$ cat config.mk
export PLATFORM = sky130hd
export DESIGN_NAME = alu_seq_param
export DESIGN_NICKNAME = d
export VERILOG_FILES = /design/src/rtl/alu_pkg.sv /design/src/rtl/alu_divider.sv /design/src/rtl/alu_seq_param.sv
export SDC_FILE = /design/constraint.sdc
export NUM_CORES = 1
export LEC_CHECK = 0
export ABC_AREA = 1
export CAP_MARGIN = 20
export CORE_ASPECT_RATIO = 2
export CORE_MARGIN = 10
export CORE_UTILIZATION = 50
export DETAILED_ROUTE_END_ITERATION = 8
export PLACE_DENSITY = 0.73
export SLEW_MARGIN = 20
export SYNTH_ARGS = -nofsm -noshare
export SYNTH_HDL_FRONTEND = slang
export SYNTH_SLANG_ARGS = --single-unit
$ cat constraint.sdc
create_clock -name CLK -period 11.65 [get_ports CLK]
set_input_delay 1.165 -clock CLK [delete_from_list [all_inputs] [get_ports CLK]]
set_output_delay 1.165 -clock CLK [all_outputs]
set_load 0.02 [all_outputs]
$ cat src/rtl/alu_pkg.sv
// Opcode map, class decode helpers and FSM encoding shared by the sequential ALU.
package alu_pkg;

    localparam int unsigned OP_W = 4;

    localparam logic [OP_W-1:0] OP_ADD  = 4'b0000;
    localparam logic [OP_W-1:0] OP_SUB  = 4'b0001;
    localparam logic [OP_W-1:0] OP_MUL  = 4'b0010;
    localparam logic [OP_W-1:0] OP_DIV  = 4'b0011;
    localparam logic [OP_W-1:0] OP_AND  = 4'b0100;
    localparam logic [OP_W-1:0] OP_OR   = 4'b0101;
    localparam logic [OP_W-1:0] OP_NAND = 4'b0110;
    localparam logic [OP_W-1:0] OP_NOR  = 4'b0111;
    localparam logic [OP_W-1:0] OP_XOR  = 4'b1000;
    localparam logic [OP_W-1:0] OP_XNOR = 4'b1001;
    localparam logic [OP_W-1:0] OP_EQ   = 4'b1010;
    localparam logic [OP_W-1:0] OP_GT   = 4'b1011;
    localparam logic [OP_W-1:0] OP_LT   = 4'b1100;
    localparam logic [OP_W-1:0] OP_SHR  = 4'b1101;
    localparam logic [OP_W-1:0] OP_SHL  = 4'b1110;
    localparam logic [OP_W-1:0] OP_NOP  = 4'b1111;

    typedef enum logic {
        ST_IDLE = 1'b0,
        ST_DIV  = 1'b1
    } state_e;

    function automatic logic is_arith(input logic [OP_W-1:0] op);
        return (op <= OP_DIV);
    endfunction

    function automatic logic is_logic(input logic [OP_W-1:0] op);
        return (op >= OP_AND) && (op <= OP_XNOR);
    endfunction

    function automatic logic is_cmp(input logic [OP_W-1:0] op);
        return (op >= OP_EQ) && (op <= OP_LT);
    endfunction

    function automatic logic is_shift(input logic [OP_W-1:0] op);
        return (op == OP_SHR) || (op == OP_SHL);
    endfunction

endpackage

$ cat src/rtl/alu_divider.sv
// Restoring unsigned divider, one quotient bit per clock, MSB first.
// The final quotient/remainder are offered combinationally on the last
// iteration so the caller can register them on that same edge.
module alu_divider #(
    parameter int unsigned WIDTH = 16
) (
    input  logic             clk,
    input  logic             rst_n,
    input  logic             start_i,
    input  logic [WIDTH-1:0] dividend_i,
    input  logic [WIDTH-1:0] divisor_i,
    output logic             busy_o,
    output logic             done_o_c,
    output logic [WIDTH-1:0] quot_o_c,
    output logic [WIDTH-1:0] rem_o_c
);

    localparam int unsigned CNT_W = (WIDTH > 1) ? $clog2(WIDTH) : 1;

    logic             busy_q;
    logic [CNT_W-1:0] cnt_q;
    logic [WIDTH-1:0] dvd_q;
    logic [WIDTH-1:0] dvs_q;
    logic [WIDTH-1:0] rem_q;
    logic [WIDTH-1:0] quot_q;

    logic [WIDTH:0]   rem_sh;
    logic             ge;
    logic [WIDTH-1:0] rem_d;
    logic [WIDTH-1:0] quot_d;

    // One restoring step: shift in next dividend bit, subtract if it fits.
    always_comb begin
        rem_sh = {rem_q, dvd_q[WIDTH-1]};
        ge     = (rem_sh >= {1'b0, dvs_q});
        rem_d  = ge ? WIDTH'(rem_sh - {1'b0, dvs_q}) : rem_sh[WIDTH-1:0];
        quot_d = {quot_q[WIDTH-2:0], ge};
    end

    assign busy_o   = busy_q;
    assign done_o_c = busy_q && (cnt_q == '0);
    assign quot_o_c = quot_d;
    assign rem_o_c  = rem_d;

    // Operand latch on start, then iterate until the counter runs out.
    always_ff @(posedge clk) begin
        if (!rst_n) begin
            busy_q <= 1'b0;
            cnt_q  <= '0;
            dvd_q  <= '0;
            dvs_q  <= '0;
            rem_q  <= '0;
            quot_q <= '0;
        end else if (start_i) begin
            busy_q <= 1'b1;
            cnt_q  <= CNT_W'(WIDTH - 1);
            dvd_q  <= dividend_i;
            dvs_q  <= divisor_i;
            rem_q  <= '0;
            quot_q <= '0;
        end else if (busy_q) begin
            rem_q  <= rem_d;
            quot_q <= quot_d;
            dvd_q  <= {dvd_q[WIDTH-2:0], 1'b0};
            if (cnt_q == '0) begin
                busy_q <= 1'b0;
            end else begin
                cnt_q <= cnt_q - CNT_W'(1);
            end
        end
    end

endmodule

$ cat src/rtl/alu_seq_param.sv
// Registered WIDTH-bit ALU with valid handshake and multi-cycle divide.
module alu_seq_param #(
    parameter  int unsigned WIDTH     = 16,
    localparam int unsigned OUT_WIDTH = 2 * WIDTH
) (
    input  logic                 CLK,
    input  logic                 RST,
    input  logic [WIDTH-1:0]     A,
    input  logic [WIDTH-1:0]     B,
    input  logic [3:0]           ALU_FUN,
    input  logic                 ALU_EN,
    output logic [OUT_WIDTH-1:0] ALU_OUT,
    output logic                 OUT_VALID,
    output logic                 BUSY,
    output logic                 Arith_Flag,
    output logic                 Logic_Flag,
    output logic                 CMP_Flag,
    output logic                 Shift_Flag,
    output logic                 DIV_ERR
);

    import alu_pkg::*;

    state_e                 state_q;
    logic [OUT_WIDTH-1:0]   out_q;
    logic                   valid_q;
    logic                   arith_q;
    logic                   logic_q;
    logic                   cmp_q;
    logic                   shift_q;
    logic                   div_err_q;

    logic [OUT_WIDTH-1:0]   res_c;
    logic [WIDTH:0]         diff_c;
    logic [WIDTH-1:0]       narrow_c;
    logic                   div_start_c;
    logic                   div_busy;
    logic                   div_done_c;
    logic [WIDTH-1:0]       div_quot_c;
    logic [WIDTH-1:0]       div_rem_c;

    assign div_start_c = (state_q == ST_IDLE) && ALU_EN &&
                         (ALU_FUN == OP_DIV) && (B != '0);

    alu_divider #(.WIDTH(WIDTH)) u_div (
        .clk        (CLK),
        .rst_n      (RST),
        .start_i    (div_start_c),
        .dividend_i (A),
        .divisor_i  (B),
        .busy_o     (div_busy),
        .done_o_c   (div_done_c),
        .quot_o_c   (div_quot_c),
        .rem_o_c    (div_rem_c)
    );

    // Single-cycle datapath; the DIV entry is only used for B == 0.
    always_comb begin
        res_c    = '0;
        narrow_c = '0;
        diff_c   = (WIDTH+1)'(A) - (WIDTH+1)'(B);
        case (ALU_FUN)
            OP_ADD:  res_c = OUT_WIDTH'(A) + OUT_WIDTH'(B);
            OP_SUB:  res_c = OUT_WIDTH'(diff_c);
            OP_MUL:  res_c = OUT_WIDTH'(A) * OUT_WIDTH'(B);
            OP_DIV:  res_c = {A, {WIDTH{1'b1}}};
            OP_AND:  begin narrow_c = A & B;    res_c = OUT_WIDTH'(narrow_c); end
            OP_OR:   begin narrow_c = A | B;    res_c = OUT_WIDTH'(narrow_c); end
            OP_NAND: begin narrow_c = ~(A & B); res_c = OUT_WIDTH'(narrow_c); end
            OP_NOR:  begin narrow_c = ~(A | B); res_c = OUT_WIDTH'(narrow_c); end
            OP_XOR:  begin narrow_c = A ^ B;    res_c = OUT_WIDTH'(narrow_c); end
            OP_XNOR: begin narrow_c = ~(A ^ B); res_c = OUT_WIDTH'(narrow_c); end
            OP_EQ:   res_c = (A == B) ? OUT_WIDTH'(1) : '0;
            OP_GT:   res_c = (A > B)  ? OUT_WIDTH'(2) : '0;
            OP_LT:   res_c = (A < B)  ? OUT_WIDTH'(3) : '0;
            OP_SHR:  begin narrow_c = A >> 1;   res_c = OUT_WIDTH'(narrow_c); end
            OP_SHL:  begin narrow_c = A << 1;   res_c = OUT_WIDTH'(narrow_c); end
            default: res_c = '0;
        endcase
    end

    // IDLE/DIV control with result, flag and valid registers.
    always_ff @(posedge CLK) begin
        if (!RST) begin
            state_q   <= ST_IDLE;
            out_q     <= '0;
            valid_q   <= 1'b0;
            arith_q   <= 1'b0;
            logic_q   <= 1'b0;
            cmp_q     <= 1'b0;
            shift_q   <= 1'b0;
            div_err_q <= 1'b0;
        end else begin
            valid_q <= 1'b0;
            case (state_q)
                ST_IDLE: begin
                    if (div_start_c) begin
                        state_q <= ST_DIV;
                    end else if (ALU_EN) begin
                        out_q     <= res_c;
                        valid_q   <= 1'b1;
                        arith_q   <= is_arith(ALU_FUN);
                        logic_q   <= is_logic(ALU_FUN);
                        cmp_q     <= is_cmp(ALU_FUN);
                        shift_q   <= is_shift(ALU_FUN);
                        div_err_q <= (ALU_FUN == OP_DIV);
                    end
                end
                ST_DIV: begin
                    if (div_done_c) begin
                        state_q   <= ST_IDLE;
                        out_q     <= {div_rem_c, div_quot_c};
                        valid_q   <= 1'b1;
                        arith_q   <= 1'b1;
                        logic_q   <= 1'b0;
                        cmp_q     <= 1'b0;
                        shift_q   <= 1'b0;
                        div_err_q <= 1'b0;
                    end
                end
                default: state_q <= ST_IDLE;
            endcase
        end
    end

    assign ALU_OUT    = out_q;
    assign OUT_VALID  = valid_q;
    assign BUSY       = div_busy;
    assign Arith_Flag = arith_q;
    assign Logic_Flag = logic_q;
    assign CMP_Flag   = cmp_q;
    assign Shift_Flag = shift_q;
    assign DIV_ERR    = div_err_q;

endmodule

# Word level (Yosys, flattened, before mapping)
# Index checks and enable logic that the tools add are counted.
[classes]
n_reduce_logical = 14
magnitude_cmp = 8
n_eq_ne = 19
n_bitwise = 8
muxes = 41
n_mul = 1
add_sub_neg = 4
[ops]
columns = ["op", "count"]
rows = [
  ["one-hot mux 32 bit (15 select lines)", 1],
  ["2-to-1 mux 32 bit", 3],
  ["one-hot mux 32 bit (2 select lines)", 1],
  ["2-to-1 mux 16 bit", 3],
  ["NOT 16 bit", 3],
  ["multiplier 16 x 16 -> 32 bit", 1],
  ["== test 4 bit (second input constant)", 7],
  ["2-to-1 mux 1 bit", 21],
  ["adder 16 x 16 -> 17 bit", 1],
  [">= comparator 17 x 16 -> 1 bit", 1],
  ["subtractor 16 x 16 -> 17 bit", 1],
  ["bitwise AND 16 bit", 1],
  ["== test 16 bit", 1],
  ["== test 4 x 3 -> 1 bit (second input constant)", 4],
  ["> comparator 16 bit", 1],
  ["less-than comparator 16 bit", 1],
  ["OR 16 bit", 1],
  ["nonzero test 16 bit", 1],
  ["subtractor 16 bit", 1],
  ["bitwise XOR 16 bit", 1],
  ["one-hot mux 1 bit (2 select lines)", 7],
  ["2-to-1 mux 4 bit", 3],
  ["== test 4 x 2 -> 1 bit (second input constant)", 2],
  ["less-or-equal comparator 4 bit (second input constant)", 2],
  ["16 further kinds", 26],
]
[totals]
inputBits = 39
ff_bits = 107

# Depth between registers and ports, before layout
[logic_depth]
word_depth = 6
mapped_depth = 30

# Modules after synthesis
# Synthesis repeated with hierarchy kept, for this count alone.
[unflattened]
cells_unflattened = 2935
hier_area_um2 = 18998.2
[by_module_without_submodules]
columns = ["module", "area_each_um2", "cells_per_inst", "n_inst"]
rows = [
  ["alu_seq_param", 14905.5, 2332, 1],
  ["alu_divider", 4092.7, 603, 1],
]

# Least setup slack after synthesis
# No wires, ideal clock.
[synth_path]
path_type = "input-to-reg"
start = "input A[14]"
end = "register out_q[21], in the netlist ALU_OUT[21]"
setup_time_ps = 109
setup_slack_ps = 5333
path_stages = 26
path_buffers = 2
t_arrival_ps = 6208
cell_sequence = "clkbuf_1 > buf_1 > nand2_1 > fa_1 > fa_1 > inv_1 > fa_1 > fa_1 > fa_1 > inv_1 > fa_1 > inv_1 > ha_1 > nand2_1 > nor2_1 > inv_1 > nor2_1 > nand4_1 > nand3_1 > nand2_1 > nand3_1 > nand2_1 > nand2_1 > nand3_1 > nand2_1 > inv_1"
[synth_between]
elab_chain_len = 5
[synth_rtl]
columns = ["item", "line_no", "rtl"]
rows = [
  ["start: declaration", "alu_seq_param.sv:8", "input logic [WIDTH-1:0] A,"],
  ["multiplier 16 x 16 -> 32 bit", "alu_seq_param.sv:65", "OP_MUL: res_c = OUT_WIDTH'(A) * OUT_WIDTH'(B);"],
  ["one-hot mux 32 bit (15 select lines)", "alu_seq_param.sv:62", "case (ALU_FUN)"],
  ["2-to-1 mux 32 bit", "alu_seq_param.sv:99", "end else if (ALU_EN) begin"],
  ["2-to-1 mux 32 bit", "alu_seq_param.sv:97", "if (div_start_c) begin"],
  ["one-hot mux 32 bit (2 select lines)", "alu_seq_param.sv:95", "case (state_q)"],
  ["end signal: assignment", "alu_seq_param.sv:100", "out_q <= res_c;"],
  ["end signal: assignment", "alu_seq_param.sv:112", "out_q <= {div_rem_c, div_quot_c};"],
  ["end: declaration", "alu_seq_param.sv:25", "logic [OUT_WIDTH-1:0] out_q;"],
]
# No other way between the ends. The select of a mux whose other input is x is not followed.
# A chain may end at the register's enable or synchronous reset.

# Worst setup path after layout
[layout_path]
start = "input B[12]"
end = "register out_q[20], in the netlist ALU_OUT[20]"
[layout_between]
elab_chain_len = 5
elab_cells_between_ends = 9
cone_classes = "mul: 1; eq/ne: 1; mux: 4; reduce/logical: 3"
[layout_rtl]
columns = ["item", "line_no", "rtl"]
rows = [
  ["start: declaration", "alu_seq_param.sv:9", "input logic [WIDTH-1:0] B,"],
  ["multiplier 16 x 16 -> 32 bit", "alu_seq_param.sv:65", ""],
  ["one-hot mux 32 bit (15 select lines)", "alu_seq_param.sv:62", ""],
  ["2-to-1 mux 32 bit", "alu_seq_param.sv:99", ""],
  ["2-to-1 mux 32 bit", "alu_seq_param.sv:97", ""],
  ["one-hot mux 32 bit (2 select lines)", "alu_seq_param.sv:95", ""],
]
# Several ways; a longest one is shown, not always the timed one. The select of a mux whose other input is x is not followed.

==> impl_metrics.toml <==
[worst_hold_path]
min_from = "u_div.dvs_q[5]"
hold_depth = 2
hold_path_class = "reg2reg"
min_to = "u_div.dvs_q[5]"

[global_route]
grt-ovfl-total = 0
first_global_vias = 19376
grt_max_degree = 65
track_usage_pct = 32.13
antenna_found_initial = 0
grt_pass1_wl_mm = 111.8

[cts]
cts_hold_buf = 0
clock_latency_ns = 0.38
h-tree-depth = 3
root_buffer = "clkbuf_16"
clkSinkCount = 107
postCtsSetupRepairBufs = 0
cts_tree = "done"
cts_buffers = 9
clock_path_buffers = 2
path_clk_slew_ns = 0.08
ctsResizeCount = 0

[die]
core_um2 = 37040
initial_core_util_pct = 50.29
row_count = 100
die-area_um2 = 45840
ioPinCount = 78
die_w_um = 156.5
die_h_um = 293.0

[critical_path]
crit_type = "in2reg"
crit_path_max_fanout = 18
worstSetupStartpointType = "input port"
rrSetupSlack_ns = 8.21
reg2reg_to = "ALU_OUT[30]"
end_kind = "register"
cp.arrival_ns = 7.62
reg2reg_from = "state_q"
reg2regPathDepth = 10
crit_required_ns = 11.93

[pwr]
p_leak_nw = 11.07
power_density_nw_per_um2 = 251.0
ir_drop_uv = 280.3
p_total_mw = 4.995

[timing]
tightest_slew_ns = 1.134
fin_setup_tns_ns = 0
clock-skew-final_ns = 0.01629
slew_headroom_pct = 24.16
period_share_pct = 62.97
period_minus_slack_ns = 7.336
fin_ws_ns = 4.314
slew_viol_final = 0
fmax_ghz = 0.1363
setup_viol = 0
hold_viol_final = 0
whs_ns = 0.4687
grt_setup_unrepaired = "false"

[detailed_routing]
drt_iter0_drc = 1584
wl_per_cell_um = 22.11
antenna_left = 0
first_pass_iters = 8
wirelength_mm = 73.86
viasPerCell = 5.661
via_count = 18912
drc_errors = 0

[logic_synthesis]
synth_edf_count = 0
synthCells = 2884
ys_seq_elements = 107
ys_warn_count = 0
synth_ff_type = "dfxtp_1"
synthArstFlopShare_pct = 0
synth_nets = 3290
ys_seq_area_share_pct = 11.50
synth_area_per_cell_um2 = 6.459
ys_types = 49
syn_area_um2 = 18630

[finish]
fin_area_um2 = 19900
syn2layout_area_growth_pct = 6.851
final_nets = 3282
mostFrequentLayoutCell = "nand2_1"
mostFrequentLayoutCells = "837 x nand2_1, 614 x inv_1, 197 x fa_1"
fillers = 3731
final_cells = 3341
layout-drive-gt1-share_pct = 4.651
utilization_pct = 53.74

[outcome]
outcome = "completed"

[placed_design]
dp_worst_setup_slack_ns = 3.883
dpl.hpwl_mm = 57.36
port_buffers = 77
gp_congestion = 1.027
dpl-instance-area_um2 = 19620
place_inst = 3324

[flow_run]
cap_violations = 0
-- worst max-delay path by stage --
stage                     slack [ns]  start     endpoint
after floorplan                 5.33  A[14]  ALU_OUT[21]
after global placement          3.69   A[7]  ALU_OUT[15]
after detailed placement        3.88  B[11]  ALU_OUT[20]
after CTS                       4.26  B[11]  ALU_OUT[20]
after global routing            4.03  B[12]  ALU_OUT[20]
final                           4.31  B[12]  ALU_OUT[20]
-- worst max-delay path, stage by stage --
cell,delay [ns]
clkdlybuf4s50_1,1.22
nand2_1,0.17
fa_1,0.54
inv_1,0.06
fa_1,0.55
fa_1,0.45
fa_1,0.46
fa_1,0.49
inv_1,0.05
fa_1,0.62
inv_1,0.08
ha_1,0.39
nand2_1,0.14
inv_1,0.13
nand2_1,0.08
nor2_1,0.17
nand3b_1,0.12
nand3_1,0.11
nand2_1,0.05
nand3_1,0.12
o21ai_0,0.11
nand2_1,0.08
nand3_1,0.12
nand2_1,0.10
inv_1,0.04
-- synth_stat cells (10+ instances only) --
library cell  count  area share (%)
o21ai_0         122             3.3
buf_2            45             1.2
inv_2            30            0.60
fa_1            197              21
ha_1            170              11
clkbuf_1         66             1.3
nor2_1          156             3.1
nand3_1         158             4.2
xor2_1           10            0.47
inv_1           614              12
o21ai_1          22            0.59
a21oi_1         163             4.4
dfxtp_1         107              11
a21oi_2          12            0.56
buf_1            10            0.20
nand2_1         837              17
o2111ai_1        14            0.66
nand4_1          32             1.1
nor3_1           22            0.59
-- metal layers --
layer	routed length (um)	GRT usage [%]	vias up
li1	-	-	8746
met1	24310	32.12	8964
met2	38280	57.98	881
met3	4443	4.042	321
met4	6832	25.97	0
met5	0	0	-
-- power by group --
part	internal, mW	total, mW	switching, mW
combinational	1.40	4.28	2.88
sequential	0.382	0.393	0.0104
clock	0.150	0.318	0.168
-- cells by family (layout without fill, tap and decap cells) --
| logic type | count (synthesis) | in the layout | synth area share (%) |
|---|---|---|---|
| adder cells (fa/ha/maj) | 367 | 367 | 32.59 |
| buffers and inverters | 775 | 772 | 16.27 |
| flip-flops | 107 | 107 | 11.50 |
| AND/OR/NAND/NOR | 1247 | 1247 | 27.85 |
| other | 0 | 1 | 0 |
| AO/OA/AOI/OAI | 375 | 375 | 11.18 |
| XOR/XNOR | 13 | 13 | 0.6113 |
-- flip-flops by register name, summed over array words and instances, names as in the netlist --
name          cells
OUT_VALID         1
DIV_ERR           1
ALU_OUT          32
Arith_Flag        1
u_div.cnt_q       4
u_div.busy_o      1
u_div.dvd_q      16
CMP_Flag          1
u_div.rem_q      16
u_div.dvs_q      16
u_div.quot_q     15
Shift_Flag        1
Logic_Flag        1
state_q           1
-- layout make-up --
class | instances | area [um^2] | area share [%]
multi-input cells | 2002 | 13460 | 67.61
inverters | 645 | 2426 | 12.19
flip-flops and latches | 107 | 2142 | 10.76
repair buffers | 111 | 1016 | 5.105
well taps | 459 | 574.3 | 2.886
clock buffers | 10 | 229.0 | 1.150
clock inverters | 6 | 56.30 | 0.2829
diodes | 1 | 2.502 | 0.01257
No activity file was read; power rests on OpenSTA's default activity.
